`src/rtl/instruction_sequencer.sv`:
```
// Host byte-stream parser for the GPU draw executor: assembles opcode plus 0-3 argument
// bytes into a 32-bit instruction, issues it, then waits for completion or timeout.
module instruction_sequencer #(
  parameter int unsigned TIMEOUT_CYCLES = 1024,
  parameter int unsigned CNT_W          = 16
) (
  input  logic             i_clk,
  input  logic             i_reset,
  input  logic [7:0]       i_byte,
  input  logic             i_byte_valid,
  output logic             o_byte_ready,
  output logic [31:0]      o_instruction,
  output logic             o_cmd_valid,
  input  logic             i_cmd_ready,
  input  logic             i_cmd_done,
  output logic             o_busy,
  output logic             o_err_illegal,
  input  logic             i_err_clr,
  output logic             o_timeout,
  output logic [CNT_W-1:0] o_cmd_count
);

  localparam int unsigned TmoW = $clog2(TIMEOUT_CYCLES);

  typedef enum logic [1:0] {StOp, StArg, StIssue, StWait} state_e;

  state_e            state_q, state_d;
  logic [31:0]       instr_q, instr_d;
  logic [1:0]        arg_idx_q, arg_idx_d;
  logic [1:0]        args_left_q, args_left_d;
  logic [TmoW-1:0]   tmo_cnt_q, tmo_cnt_d;
  logic              err_q, err_d;
  logic              timeout_q, timeout_d;
  logic [CNT_W-1:0]  count_q, count_d;

  logic       byte_ready;
  logic       xfer;
  logic       op_legal;
  logic [1:0] op_nargs;

  assign byte_ready = (state_q == StOp) || (state_q == StArg);
  assign xfer       = i_byte_valid && byte_ready;

  always_comb begin
    op_legal = 1'b1;
    op_nargs = 2'd0;
    case (i_byte)
      8'h00:   op_nargs = 2'd0;
      8'h01:   op_nargs = 2'd1;
      8'h02:   op_nargs = 2'd2;
      8'h03:   op_nargs = 2'd1;
      8'h04:   op_nargs = 2'd2;
      8'h05:   op_nargs = 2'd3;
      default: op_legal = 1'b0;
    endcase
  end

  always_comb begin
    state_d     = state_q;
    instr_d     = instr_q;
    arg_idx_d   = arg_idx_q;
    args_left_d = args_left_q;
    tmo_cnt_d   = tmo_cnt_q;
    // A set in the same cycle as a clear must win, so clear first.
    err_d       = err_q & ~i_err_clr;
    timeout_d   = 1'b0;
    count_d     = count_q;

    unique case (state_q)
      StOp: begin
        if (xfer) begin
          if (!op_legal) begin
            err_d = 1'b1;
          end else if (op_nargs == 2'd0) begin
            count_d = count_q + CNT_W'(1);
          end else begin
            instr_d     = {24'h000000, i_byte};
            arg_idx_d   = 2'd0;
            args_left_d = op_nargs;
            state_d     = StArg;
          end
        end
      end
      StArg: begin
        if (xfer) begin
          case (arg_idx_q)
            2'd0:    instr_d[15:8]  = i_byte;
            2'd1:    instr_d[23:16] = i_byte;
            default: instr_d[31:24] = i_byte;
          endcase
          arg_idx_d   = arg_idx_q + 2'd1;
          args_left_d = args_left_q - 2'd1;
          if (args_left_q == 2'd1) begin
            state_d = StIssue;
          end
        end
      end
      StIssue: begin
        if (i_cmd_ready) begin
          tmo_cnt_d = '0;
          state_d   = StWait;
        end
      end
      StWait: begin
        if (i_cmd_done) begin
          count_d = count_q + CNT_W'(1);
          state_d = StOp;
        end else if (tmo_cnt_q == TmoW'(TIMEOUT_CYCLES - 1)) begin
          timeout_d = 1'b1;
          state_d   = StOp;
        end else begin
          tmo_cnt_d = tmo_cnt_q + TmoW'(1);
        end
      end
      default: state_d = StOp;
    endcase
  end

  always_ff @(posedge i_clk) begin
    if (i_reset) begin
      state_q     <= StOp;
      instr_q     <= '0;
      arg_idx_q   <= '0;
      args_left_q <= '0;
      tmo_cnt_q   <= '0;
      err_q       <= 1'b0;
      timeout_q   <= 1'b0;
      count_q     <= '0;
    end else begin
      state_q     <= state_d;
      instr_q     <= instr_d;
      arg_idx_q   <= arg_idx_d;
      args_left_q <= args_left_d;
      tmo_cnt_q   <= tmo_cnt_d;
      err_q       <= err_d;
      timeout_q   <= timeout_d;
      count_q     <= count_d;
    end
  end

  // Outputs are forced quiet while reset is asserted, even before the first reset edge.
  assign o_byte_ready  = byte_ready && !i_reset;
  assign o_cmd_valid   = (state_q == StIssue) && !i_reset;
  assign o_instruction = o_cmd_valid ? instr_q : 32'h0;
  assign o_busy        = ((state_q == StIssue) || (state_q == StWait)) && !i_reset;
  assign o_err_illegal = err_q && !i_reset;
  assign o_timeout     = timeout_q && !i_reset;
  assign o_cmd_count   = i_reset ? '0 : count_q;

endmodule

```
`config.mk`:
```
export PLATFORM = sky130hd
export DESIGN_NAME = instruction_sequencer
export DESIGN_NICKNAME = d
export VERILOG_FILES = /design/src/rtl/instruction_sequencer.sv
export SDC_FILE = /design/constraint.sdc
export NUM_CORES = 1
export LEC_CHECK = 0
export ABC_CLOCK_PERIOD_IN_PS = 6500
export CAP_MARGIN = 20
export CORE_MARGIN = 8
export CORE_UTILIZATION = 55
export DETAILED_ROUTE_END_ITERATION = 12
export GPL_TIMING_DRIVEN = 1
export PLACE_DENSITY = 0.85
export SLEW_MARGIN = 0
export SYNTH_ARGS = -nofsm -noshare
export SYNTH_HDL_FRONTEND = slang
export SYNTH_SLANG_ARGS = --single-unit
```
`constraint.sdc`:
```
create_clock -name i_clk -period 6.5 [get_ports i_clk]
set_clock_uncertainty 0.15 [all_clocks]
set_input_delay 1.95 -clock i_clk [delete_from_list [all_inputs] [get_ports i_clk]]
set_output_delay 1.95 -clock i_clk [all_outputs]
set_load 0.05 [all_outputs]
```
# Word level (Yosys, flattened, before mapping)
# Cells that the tools add are included.
# op_classes
mux	44
eq_ne	25
bitwise_logic	4
add_sub_neg	4
reduce_logical	29
# ops
operator	count
$mux 32	4
$mux 16	5
$pmux 24 s2	1
$mux 2	16
$pmux 16 s2	1
$mux 10	3
$mux 24	1
$mux 8	3
$pmux 10 s2	1
$ne 2x2->1 const B	9
$reduce_and 6->1	3
$add 16x1->16 const B	1
$eq 8x2->1 const B	2
$eq 8x3->1 const B	2
$add 10x1->10 const B	1
$eq 10x10->1 const B	1
$reduce_and 5->1	2
$eq 8x1->1 const B	1
$logic_not 8->1	1
$ne 2x1->1 const B	4
$pmux 2 s2	2
$pmux 2 s4	1
$reduce_and 4->1	2
$reduce_and 7->1	1
17 further kinds	38
# word_totals
out_inout_bits	53
inputBits	14
wordCells	117
reg_bits	66

# Longest topological paths before layout
# depth
ltp_word	8
ltp_mapped	9
depth_no_buf	7

# Least setup slack after synthesis
# OpenSTA, ideal clock, no wires.
# synth_path
path_type	input port to output port
startpoint	input port i_reset
endpoint	output port o_instruction[22]
stages	3
setup_slack_ps	1119
n_path_buf	1
arrival_time_ps	3281
path_cell_list	nor2b_1 > clkbuf_1 > and2_1
# synth_between
elab_chain_cells	3
# synth_rtl
element	line	text
start, declared	8	input logic i_reset,
$logic_not 1->1	143	assign o_cmd_valid = (state_q == StIssue) && !i_reset;
$logic_and 1x1->1	143	
via o_cmd_valid	13	output logic o_cmd_valid,
$mux 32	144	assign o_instruction = o_cmd_valid ? instr_q : 32'h0;
end, declared	12	output logic [31:0] o_instruction,
# The timed path passes the listed nets, and every way through them passes these cells.

# Final worst setup path
# layout_path
startpoint	input port i_reset
endpoint	output port o_cmd_count[10]
# layout_between
elab_chain_cells	1
# layout_rtl
element	line	text
$mux 16	148	assign o_cmd_count = i_reset ? '0 : count_q;
end, declared	20	output logic [CNT_W-1:0] o_cmd_count
# No other way between the ends.

==> metrics.md <==
| Metric | Value |
|---|---|
| CTS buffer count | `9` |
| IO Count | `67` |
| Fmax | `0.1801 GHz` |
| Total Power | `0.8227 mW` |
| First-pass GRT wire length | `between 10000 and 15000 um` |
| Synth-to-layout area growth | `37.47%` |
| PD cells | `between 150 and 200 mW/mm^2` |
| FILL cells | `374` |
| Via count | `2934` |
| CTS tree | `yes` |
| CTS clk-pin slew, worst paths | `0.07 ns` |
| Required @ worst endpoint | `roughly 4.4 ns` |
| Final design utilization | `78.00%` |
| Synth area leaders | `dfxtp_1 40%, mux2i_1 9.0%, and2_1 8.8%` |
| Initial Utilization | `56.74%` |
| Max stage delay on crit path | `~0.75 ns` |
| H-Tree Depth | `3` |
| Routed Wire Length | `~8000 um` |
| Yosys top cell area share | `39.57%` |
| Antenna-violating nets left | `0` |
| Initial antenna violation count | `0` |
| Fin crit share | `85.44%` |
| Crit Path Category | `input port to primary output` |
| Core area | `0.005886 sq mm` |
| Worst ir drop on vdd | `approximately 0.16 mV` |
| Die width | `93.92 um` |
| Fraction of registers with async set/reset | `0%` |
| Number of diodes | `0` |
| Resized Gates After CTS | `0` |
| Most instantiated library cell after synthesis | `dfxtp_1` |
| Top_reg_cell synth | `dfxtp_1` |
| NumNets Final | `about 470` |
| Sequential cell area fraction in the yosys report | `about two fifths` |
| DRC viols | `0` |
| Grt total ovfl | `0` |
| HP Class | `register to register` |
| CP arrival | `3.45 ns` |
| Root Buffer | `clkbuf_8` |
| CP startpoint kind | `input port` |
| Hold Worst Slack | `0.3114 ns` |
| Number of synthesized flops with an enable pin | `0` |
| Ys Warns | `0` |
| Worst-Margin Slew | `1.087 ns` |
| Clock Tree Buf Depth | `2` |
| Vias in the first global route | `2761` |
| P_leak | `1.703 nW` |
| Post-Syn Nets | `401` |
| Die height | `93.92 um` |
| Clock Latency Late Sink | `around 0.34 ns` |
| Crit path max-delay family | `buffers and inverters` |
| Setup repair after global routing missed its margin | `false` |
| Post-CTS setup buffer count | `0` |
| Final Hold Fails | `0` |
| DR WL/cell | `15.62 um` |
| CTS Hold Bufs | `0` |
| Max-slew headroom | `a little over a quarter` |
| CP max-delay cell | `clkdlybuf4s50_1` |
| Die Footprint | `0.008821 sq mm` |
| Top cells by count, synth | `66 x dfxtp_1, 49 x nor2_1, 47 x and2_1, 30 x mux2i_1, 23 x nor2b_1` |
| CP Cell Sequence | `buf_2, nor2b_1, clkdlybuf4s50_1` |
| Synth Cell Area | `around 0.0033 sq mm` |
| Routability congestion estimate | `between 0.8 and 0.9` |
| Worst-path fanout max | `between 40 and 50` |
| Mean area per synthesized cell | `8.835 sq um` |
| Placed cell area | `between 0.004 and 0.005 sq mm` |
| Share of layout cells above drive strength 1 | `around 14%` |
| DRT Pass-1 Iters | `5` |
| Max-cap violations | `0` |
| Largest net degree at the start of global routing | `49` |
| Cells after Synth | `~380` |
| Vias per inst | `5.621` |
| Total GRT Usage | `a little under a fifth` |
| Setup total negative slack | `0 ns` |
| Largest area contributor in the netlist | `dfxtp_1` |
| Site row count | `28` |
| Finished Cell Area | `0.004591 sq mm` |
| Critical Path End Type | `primary output` |
| Slew Viols, Final | `0` |
| Buffers added on ports | `66` |
| Fin crit period | `5.553 ns` |
| DP Wirelength | `5812 um` |
| Status | `completed` |
| Netlist cell types | `48` |
| Number of buffers and inverters on the critical path | `2` |
| 1st-iter DRT viols | `183` |
| Post-synthesis register bit count | `66` |
| Clock sinks | `66` |
| Setup-failing EPs final | `0` |
[metal layers]
metal	GRT usage [%]	routed length (um)
met4	5.020	89
met1	20.41	3381
met2	33.26	4255
met5	0	0
met3	5.036	426
[state kept, by name, indices dropped and copies added (netlist names)]
name / count
count_q: 16
arg_idx_q: 2
state_q: 2
timeout_q: 1
args_left_q: 2
err_q: 1
tmo_cnt_q: 10
instr_q: 32
[kinds of logic (layout without fill, tap and decap cells)]
logic type	count (synthesis)	in the layout	synth area share [%]
AND/OR/NAND/NOR	189	189	32.03
flip-flops	66	66	39.57
AO/OA/AOI/OAI	44	44	9.068
multiplexers	35	35	10.68
buffers and inverters	28	97	3.447
adder cells (fa/ha/maj)	9	9	3.372
XOR/XNOR	7	7	1.836
[cell type report]
| cell class | instances | area [sq um] | area share (%) |
|---|---|---|---|
| Clock buffer | 11 | 141.4 | 3.080 |
| Clock inverter | 5 | 77.57 | 1.690 |
| Inverter | 12 | 45.04 | 0.9812 |
| Multi-Input combinational cell | 284 | 1903 | 41.46 |
| Sequential cell | 66 | 1321 | 28.78 |
| Tap cell | 75 | 93.84 | 2.044 |
| Timing Repair Buffer | 69 | 1008 | 21.97 |
[report_power, final]
part	internal, mW	total, mW	switching [mW]
Sequential	0.405	0.405	0.000484
Combinational	0.0139	0.0357	0.0218
Clock	0.225	0.382	0.156
Total	0.644	0.823	0.179
[cell usage in the layout, fill, tap and decap left out, types with 5 or more instances in the layout]
cell | Yosys | layout
a21oi_1 | 14 | 14
and2_1 | 47 | 47
and4_1 | 5 | 5
buf_12 | 0 | 33
clkbuf_8 | 0 | 10
clkdlybuf4s50_1 | 0 | 32
dfxtp_1 | 66 | 66
ha_1 | 9 | 9
inv_1 | 12 | 12
mux2i_1 | 30 | 30
nand2_1 | 17 | 17
nand3_1 | 10 | 10
nand4_1 | 6 | 6
nor2_1 | 49 | 49
nor2b_1 | 23 | 23
o21ai_0 | 5 | 5
o31ai_1 | 7 | 7
or4_1 | 10 | 10
[metrics by stage]
stage	setup slack, ns	std cells
2_1_floorplan	1.119	378
3_3_place_gp	0.9975	506
3_5_place_dp	0.9440	506
4_1_cts	0.9523	522
5_1_grt	0.8390	522
6_report	0.9466	522
[path summary, 6_finish.rpt]
kind                                 start         endpoint  slack (ns)  cells after the start
worst max-delay path               i_reset  o_cmd_count[10]        0.95                      3
worst min-delay path            instr_q[6]       instr_q[6]        0.31                      1
worst max register to register  state_q[1]       count_q[8]        3.63                      7
worst min register to register  instr_q[6]       instr_q[6]        0.31                      1
Power figures use the tool's default switching activity.
